## config.mk

```make
export PLATFORM = sky130hd
export DESIGN_NAME = pipeline_sequencer_flat
export DESIGN_NICKNAME = d
export VERILOG_FILES = /design/src/rtl/pipeline_sequencer_pkg.sv /design/src/rtl/pipeline_sequencer_if.sv /design/src/rtl/pipeline_sequencer_valid_bit_stage.sv /design/src/rtl/pipeline_sequencer.sv /design/src/flat_wrapper.sv
export SDC_FILE = /design/constraint.sdc
export NUM_CORES = 1
export LEC_CHECK = 0
export CAP_MARGIN = 20
export CORE_MARGIN = 2
export CORE_UTILIZATION = 45
export DETAILED_ROUTE_END_ITERATION = 10
export PLACE_DENSITY = 0.85
export SETUP_SLACK_MARGIN = 0.4
export SLEW_MARGIN = 20
export SYNTH_ARGS = -nofsm -noshare
export SYNTH_HDL_FRONTEND = slang
export SYNTH_SLANG_ARGS = --single-unit
```

## constraint.sdc

```tcl
create_clock -name clock -period 2.2 [get_ports clock]
set_input_delay 0.66 -clock clock [delete_from_list [all_inputs] [get_ports clock]]
set_output_delay 0.66 -clock clock [all_outputs]
set_load 0.02 [all_outputs]
```

## src/rtl/pipeline_sequencer_pkg.sv

```systemverilog
// Shared defaults and helpers for the pipeline sequencer control plane.
package pipeline_sequencer_pkg;

    localparam int DEF_NUM_STAGES = 4;
    localparam int DEF_CNT_W      = 16;
    localparam int DATA_W         = 23;

    function automatic int occ_width(input int n);
        return $clog2(n + 1);
    endfunction

endpackage

```

## src/rtl/pipeline_sequencer_if.sv

```systemverilog
// Handshake, flush and status bundle between the sequencer and its environment.
interface pipeline_sequencer_if
    import pipeline_sequencer_pkg::*;
#(
    parameter int NUM_STAGES = DEF_NUM_STAGES,
    parameter int CNT_W      = DEF_CNT_W
);
    localparam int OCC_W = occ_width(NUM_STAGES);

    logic                  in_valid;
    logic                  in_ready;
    logic                  out_valid;
    logic                  out_ready;
    logic                  flush;
    logic [NUM_STAGES-1:0] stage_en;
    logic [NUM_STAGES-1:0] stage_valid;
    logic [OCC_W-1:0]      occupancy;
    logic                  busy;
    logic [CNT_W-1:0]      done_count;

    modport master (
        output in_valid, out_ready, flush,
        input  in_ready, out_valid, stage_en, stage_valid, occupancy, busy, done_count
    );

    modport slave (
        input  in_valid, out_ready, flush,
        output in_ready, out_valid, stage_en, stage_valid, occupancy, busy, done_count
    );

endinterface

```

## src/rtl/pipeline_sequencer_valid_bit_stage.sv

```systemverilog
// One valid flag of the pipeline: loads on enable, clears on flush or reset.
module valid_bit_stage (
    input  logic clock,
    input  logic reset,
    input  logic en,
    input  logic flush,
    input  logic d_in,
    output logic q
);
    logic valid_q;
    logic valid_d;

    always_comb begin
        valid_d = valid_q;
        if (flush) begin
            valid_d = 1'b0;
        end else if (en) begin
            valid_d = d_in;
        end
    end

    always_ff @(posedge clock or posedge reset) begin
        if (reset) begin
            valid_q <= 1'b0;
        end else begin
            valid_q <= valid_d;
        end
    end

    assign q = valid_q;

endmodule

```

## src/rtl/pipeline_sequencer.sv

```systemverilog
// Valid tracking, load enables, backpressure with bubble collapsing, flush,
// occupancy and completed-item count for an N-stage datapath.
module pipeline_sequencer
    import pipeline_sequencer_pkg::*;
#(
    parameter int NUM_STAGES = DEF_NUM_STAGES,
    parameter int CNT_W      = DEF_CNT_W
) (
    input logic                 clock,
    input logic                 reset,
    pipeline_sequencer_if.slave bus
);
    localparam int OCC_W = occ_width(NUM_STAGES);

    logic [NUM_STAGES-1:0] valid;
    logic [NUM_STAGES-1:0] adv;
    logic [NUM_STAGES-1:0] d_in;
    logic                  accept;
    logic                  fire;
    logic [OCC_W-1:0]      occ_q;
    logic [OCC_W-1:0]      occ_d;
    logic [CNT_W-1:0]      done_q;
    logic [CNT_W-1:0]      done_d;

    // A stage may load when it is empty or everything downstream of it moves.
    always_comb begin
        adv = '0;
        adv[NUM_STAGES-1] = ~valid[NUM_STAGES-1] | bus.out_ready;
        for (int k = NUM_STAGES - 2; k >= 0; k--) begin
            adv[k] = ~valid[k] | adv[k+1];
        end
    end

    assign d_in = {valid[NUM_STAGES-2:0], bus.in_valid};

    assign bus.stage_en    = adv & {NUM_STAGES{~bus.flush}};
    assign bus.in_ready    = adv[0] & ~bus.flush;
    assign bus.out_valid   = valid[NUM_STAGES-1];
    assign bus.stage_valid = valid;

    assign accept = bus.in_valid & bus.in_ready;
    assign fire   = valid[NUM_STAGES-1] & bus.out_ready;

    for (genvar k = 0; k < NUM_STAGES; k++) begin : g_stage
        valid_bit_stage u_stage (
            .clock (clock),
            .reset (reset),
            .en    (bus.stage_en[k]),
            .flush (bus.flush),
            .d_in  (d_in[k]),
            .q     (valid[k])
        );
    end

    // A fire during flush still counts: the result leaves before the discard.
    always_comb begin
        occ_d  = occ_q;
        done_d = done_q + CNT_W'(fire);
        if (bus.flush) begin
            occ_d = '0;
        end else begin
            occ_d = occ_q + OCC_W'(accept) - OCC_W'(fire);
        end
    end

    always_ff @(posedge clock or posedge reset) begin
        if (reset) begin
            occ_q  <= '0;
            done_q <= '0;
        end else begin
            occ_q  <= occ_d;
            done_q <= done_d;
        end
    end

    assign bus.occupancy  = occ_q;
    assign bus.busy       = |occ_q;
    assign bus.done_count = done_q;

endmodule

```

## src/flat_wrapper.sv

```systemverilog
// flat-port wrapper written by rule: the top's interface ports become plain ports
module pipeline_sequencer_flat import pipeline_sequencer_pkg::*;
#(
    parameter int NUM_STAGES = DEF_NUM_STAGES,
    parameter int CNT_W      = DEF_CNT_W
)
  (clock, reset, bus_in_valid, bus_out_ready, bus_flush, bus_in_ready, bus_out_valid, bus_stage_en, bus_stage_valid, bus_occupancy, bus_busy, bus_done_count);
  pipeline_sequencer_if #(.NUM_STAGES(NUM_STAGES), .CNT_W(CNT_W)) bus_i ();
  input logic clock;
  input logic reset;
  input wire logic [$bits(bus_i.in_valid)-1:0] bus_in_valid;
  input wire logic [$bits(bus_i.out_ready)-1:0] bus_out_ready;
  input wire logic [$bits(bus_i.flush)-1:0] bus_flush;
  output wire logic [$bits(bus_i.in_ready)-1:0] bus_in_ready;
  output wire logic [$bits(bus_i.out_valid)-1:0] bus_out_valid;
  output wire logic [$bits(bus_i.stage_en)-1:0] bus_stage_en;
  output wire logic [$bits(bus_i.stage_valid)-1:0] bus_stage_valid;
  output wire logic [$bits(bus_i.occupancy)-1:0] bus_occupancy;
  output wire logic [$bits(bus_i.busy)-1:0] bus_busy;
  output wire logic [$bits(bus_i.done_count)-1:0] bus_done_count;
  assign bus_i.in_valid = bus_in_valid;
  assign bus_i.out_ready = bus_out_ready;
  assign bus_i.flush = bus_flush;
  assign bus_in_ready = bus_i.in_ready;
  assign bus_out_valid = bus_i.out_valid;
  assign bus_stage_en = bus_i.stage_en;
  assign bus_stage_valid = bus_i.stage_valid;
  assign bus_occupancy = bus_i.occupancy;
  assign bus_busy = bus_i.busy;
  assign bus_done_count = bus_i.done_count;
  pipeline_sequencer #(.NUM_STAGES(NUM_STAGES), .CNT_W(CNT_W)) u_core (.clock(clock), .reset(reset), .bus(bus_i));
endmodule
```

==> flow_metrics.py <==
metrics = {
    "run_status": {
        "status": "finished clean",
    },
    "pwr": {
        "p_per_area_nw_per_um2": 514,
        "p_leak_uw": 0.000900,
        "power_uw": 871,
        "ir_worst_vdd_mv": 0.468,
    },
    "setup_path": {
        "arrival_ns": 1.31,
        "crit_slowest_cell": "dfrtp_1",
        "regToRegEndpoint": "u_core.bus.occupancy[2]",
        "cp_slowest_stage_delay_ns": 0.44,
        "endpoint_kind": "primary output",
        "crit_chain": "and4b_2 -> a21oi_4 -> buf_6",
        "required_ns": 1.54,
        "r2r-start": "u_core.g_stage[3].u_stage.q",
        "crit_type": "flip-flop to primary output",
        "worstSetupStartpointType": "flip-flop",
        "endpoint": "bus_stage_en[0]",
        "ff2ff_path_depth": 8,
        "worstPathMaxFanout": 5,
        "crit_start": "u_core.g_stage[3].u_stage.q",
        "r2r_slack_ns": 0.37,
    },
    "yosys": {
        "yosysSeqAreaShare_pct": 51.1,
        "synth.avg_cell_area_um2": 10.9,
        "synth_enable_flop_cells": 0,
        "yosysTopAreaCell": "dfrtp_1",
        "synth_top_area_share_pct": 51.1,
        "synthTopCellsByArea": "dfrtp_1 51%, xor2_1 8.5%, buf_4 5.3%",
        "synth_area_um2": 1130,
        "synth_commonest_cells": "23 x dfrtp_1, 13 x nor2_1, 11 x xor2_1, 8 x buf_4, 6 x inv_1",
        "syn_inst": 103,
        "yosys_register_bits": 23,
        "yosysMostFrequentCell": "dfrtp_1",
        "syn_nets": 113,
        "yosysWarnings": 0,
        "synthArstFlopShare_pct": 100,
        "ys.flop_type": "dfrtp_1",
        "synthDistinctLibCells": 22,
    },
    "place": {
        "place_inst": 167,
        "gp_routability_congestion": 0.722,
        "dp_hpwl_mm": 1.77,
        "placement.io_buffers": 34,
    },
    "layout": {
        "final_nets": 165,
        "final_layout_size_suffix_gt1_share_pct": 39.6,
        "diodes": 0,
        "stdcell_count": 184,
        "synthToLayoutAreaGrowth_pct": 50.3,
    },
    "drt": {
        "drc_errors": 0,
        "drt_iter0_drc": 9,
        "routed_via_density": 5.04,
        "dr.pass1.iters": 3,
        "routed_wl_mm": 2.70,
        "ant_nets": 0,
        "wl_per_cell_um": 14.7,
        "vias": 928,
    },
    "global_routing": {
        "grt.total_usage_pct": 18.9,
        "grt_max_degree": 24,
        "grt_pass1_vias": 840,
        "gr-total-overflow": 0,
        "antenna_found_initial": 0,
        "grt_pass1_wl_mm": 3.96,
    },
    "clocking": {
        "cts_buffers": 3,
        "clkTransAtPathRegs_ns": 0.12,
        "cts.path.max_buffers": 2,
        "root_buffer": "clkbuf_4",
        "cts_max_level": 1,
        "cts_sinks": 23,
        "clock_latency_ns": 0.31,
        "cts_tree": "built",
    },
    "floorplan": {
        "die-area_um2": 2920,
        "die-width_um": 54.1,
        "die_h_um": 54.1,
        "fp.coreArea_um2": 2430,
        "pin_count": 35,
        "placementRows": 18,
        "start_util_pct": 46.3,
    },
    "sta": {
        "fin_crit_ns": 1.97,
        "setup-violations-final": 0,
        "min_period_over_period_pct": 89.5,
        "maxSlewHeadroom_pct": 77.7,
        "setup-tns-final_ns": 0,
        "drv_slew": 0,
        "hold_violations": 0,
        "fin_skew_ns": 0.00426,
        "fmax_mhz": 508,
        "worst_pin_slew_ns": 0.334,
        "rsz0062_at_grt": "true",
    },
    "hold_path": {
        "hp-class": "flip-flop to flip-flop",
    },
    "flow_run": {
        "cap_violations": 0,
    },
}
-- worst min-delay path by stage --
stage	to	cells past startpoint	slack (ns)	startpoint
final	u_core.bus.done_count[15]	1	0.48	u_core.bus.done_count[15]
after global routing	u_core.bus.done_count[15]	1	0.50	u_core.bus.done_count[15]
after CTS	u_core.bus.done_count[15]	1	0.48	u_core.bus.done_count[15]
after detailed placement	u_core.bus.done_count[15]	1	0.47	u_core.bus.done_count[15]
after global placement	u_core.bus.done_count[15]	1	0.45	u_core.bus.done_count[15]
after floorplan	u_core.g_stage[2].u_stage.q	2	0.48	u_core.g_stage[1].u_stage.q
-- layer usage --
metal,wire (um),vias up,GRT usage (%)
met4,29,0,6.25
li1,-,438,-
met1,1120,467,25.6
met3,65,5,1.67
met5,0,-,0
met2,1490,18,31.7
-- state kept, by name, summed over array words and instances (netlist names) --
name and flops:
u_core.g_stage.u_stage.q 4, u_core.bus.done_count 16, u_core.bus.occupancy 3
-- through the flow --
stage / util (%) / cell area, um2 / worst slack (ns) / hold WS [ns]
finish: 69.7 / 1690 / 0.230 / 0.478
global route: 69.7 / 1690 / 0.173 / 0.496
CTS: 64.7 / 1570 / 0.206 / 0.482
detailed placement: 62.7 / 1520 / -0.618 / 0.467
global placement: 62.7 / 1520 / -0.590 / 0.455
floorplan: - / 1140 / 0.101 / 0.478
-- cell families (layout without fill, tap and decap cells) --
logic type | after synthesis | in the layout | synth area share [%]
flip-flops | 23 | 23 | 51.1
buffers and inverters | 15 | 66 | 7.66
AND/OR/NAND/NOR | 40 | 40 | 20.9
AO/OA/AOI/OAI | 4 | 4 | 1.78
adder cells (fa/ha/maj) | 5 | 5 | 6.22
XOR/XNOR | 16 | 16 | 12.4
-- layout by cell type (no fill, tap or decap), drive strengths merged --
master          n
or3             1
dfrtp          23
fa              1
nor2           13
xor2           11
clkbuf          7
clkdlybuf4s50   2
and4b           1
nand4           3
nor4            5
inv             6
dlygate4sd2    16
xnor2           5
nor3            3
buf            29
ha              4
nor2b           2
and2            2
nand2           4
a21oi           4
nand3           6
clkdlybuf4s15   6
-- report_power, final --
group          switching (uW)  total [uW]  leakage, uW  internal [uW]
clock network             124         195    0.0000150           70.8
logic                     106         199     0.000587           92.5
registers                27.1         477     0.000298            450
total                     257         871     0.000900            614
-- layout make-up --
| type | instances | area (um2) |
|---|---|---|
| clock buffer | 4 | 26.3 |
| fill | 190 | 738 |
| inverter | 6 | 22.5 |
| multi-input combinational | 65 | 551 |
| sequential | 23 | 581 |
| tap | 30 | 37.5 |
| timing repair buffer | 56 | 477 |
-- repair_timing --
item / in CTS / in global routing
resized for setup: 75 / 23
hold buffers: 0 / 0
pin swaps: 2 / 5
setup buffers: 4 / 9
setup endpoints to repair: 47 / 22
-- worst max-delay path, delay by kind of cell, from the launching register on --
family | cells | cell delay, ns
AOI/OAI and AO/OA | 1 | 0.17
DFF | 1 | 0.44
buffers and inverters | 1 | 0.14
and+or+nand+nor | 1 | 0.26
(Power assumes the default switching activity.)
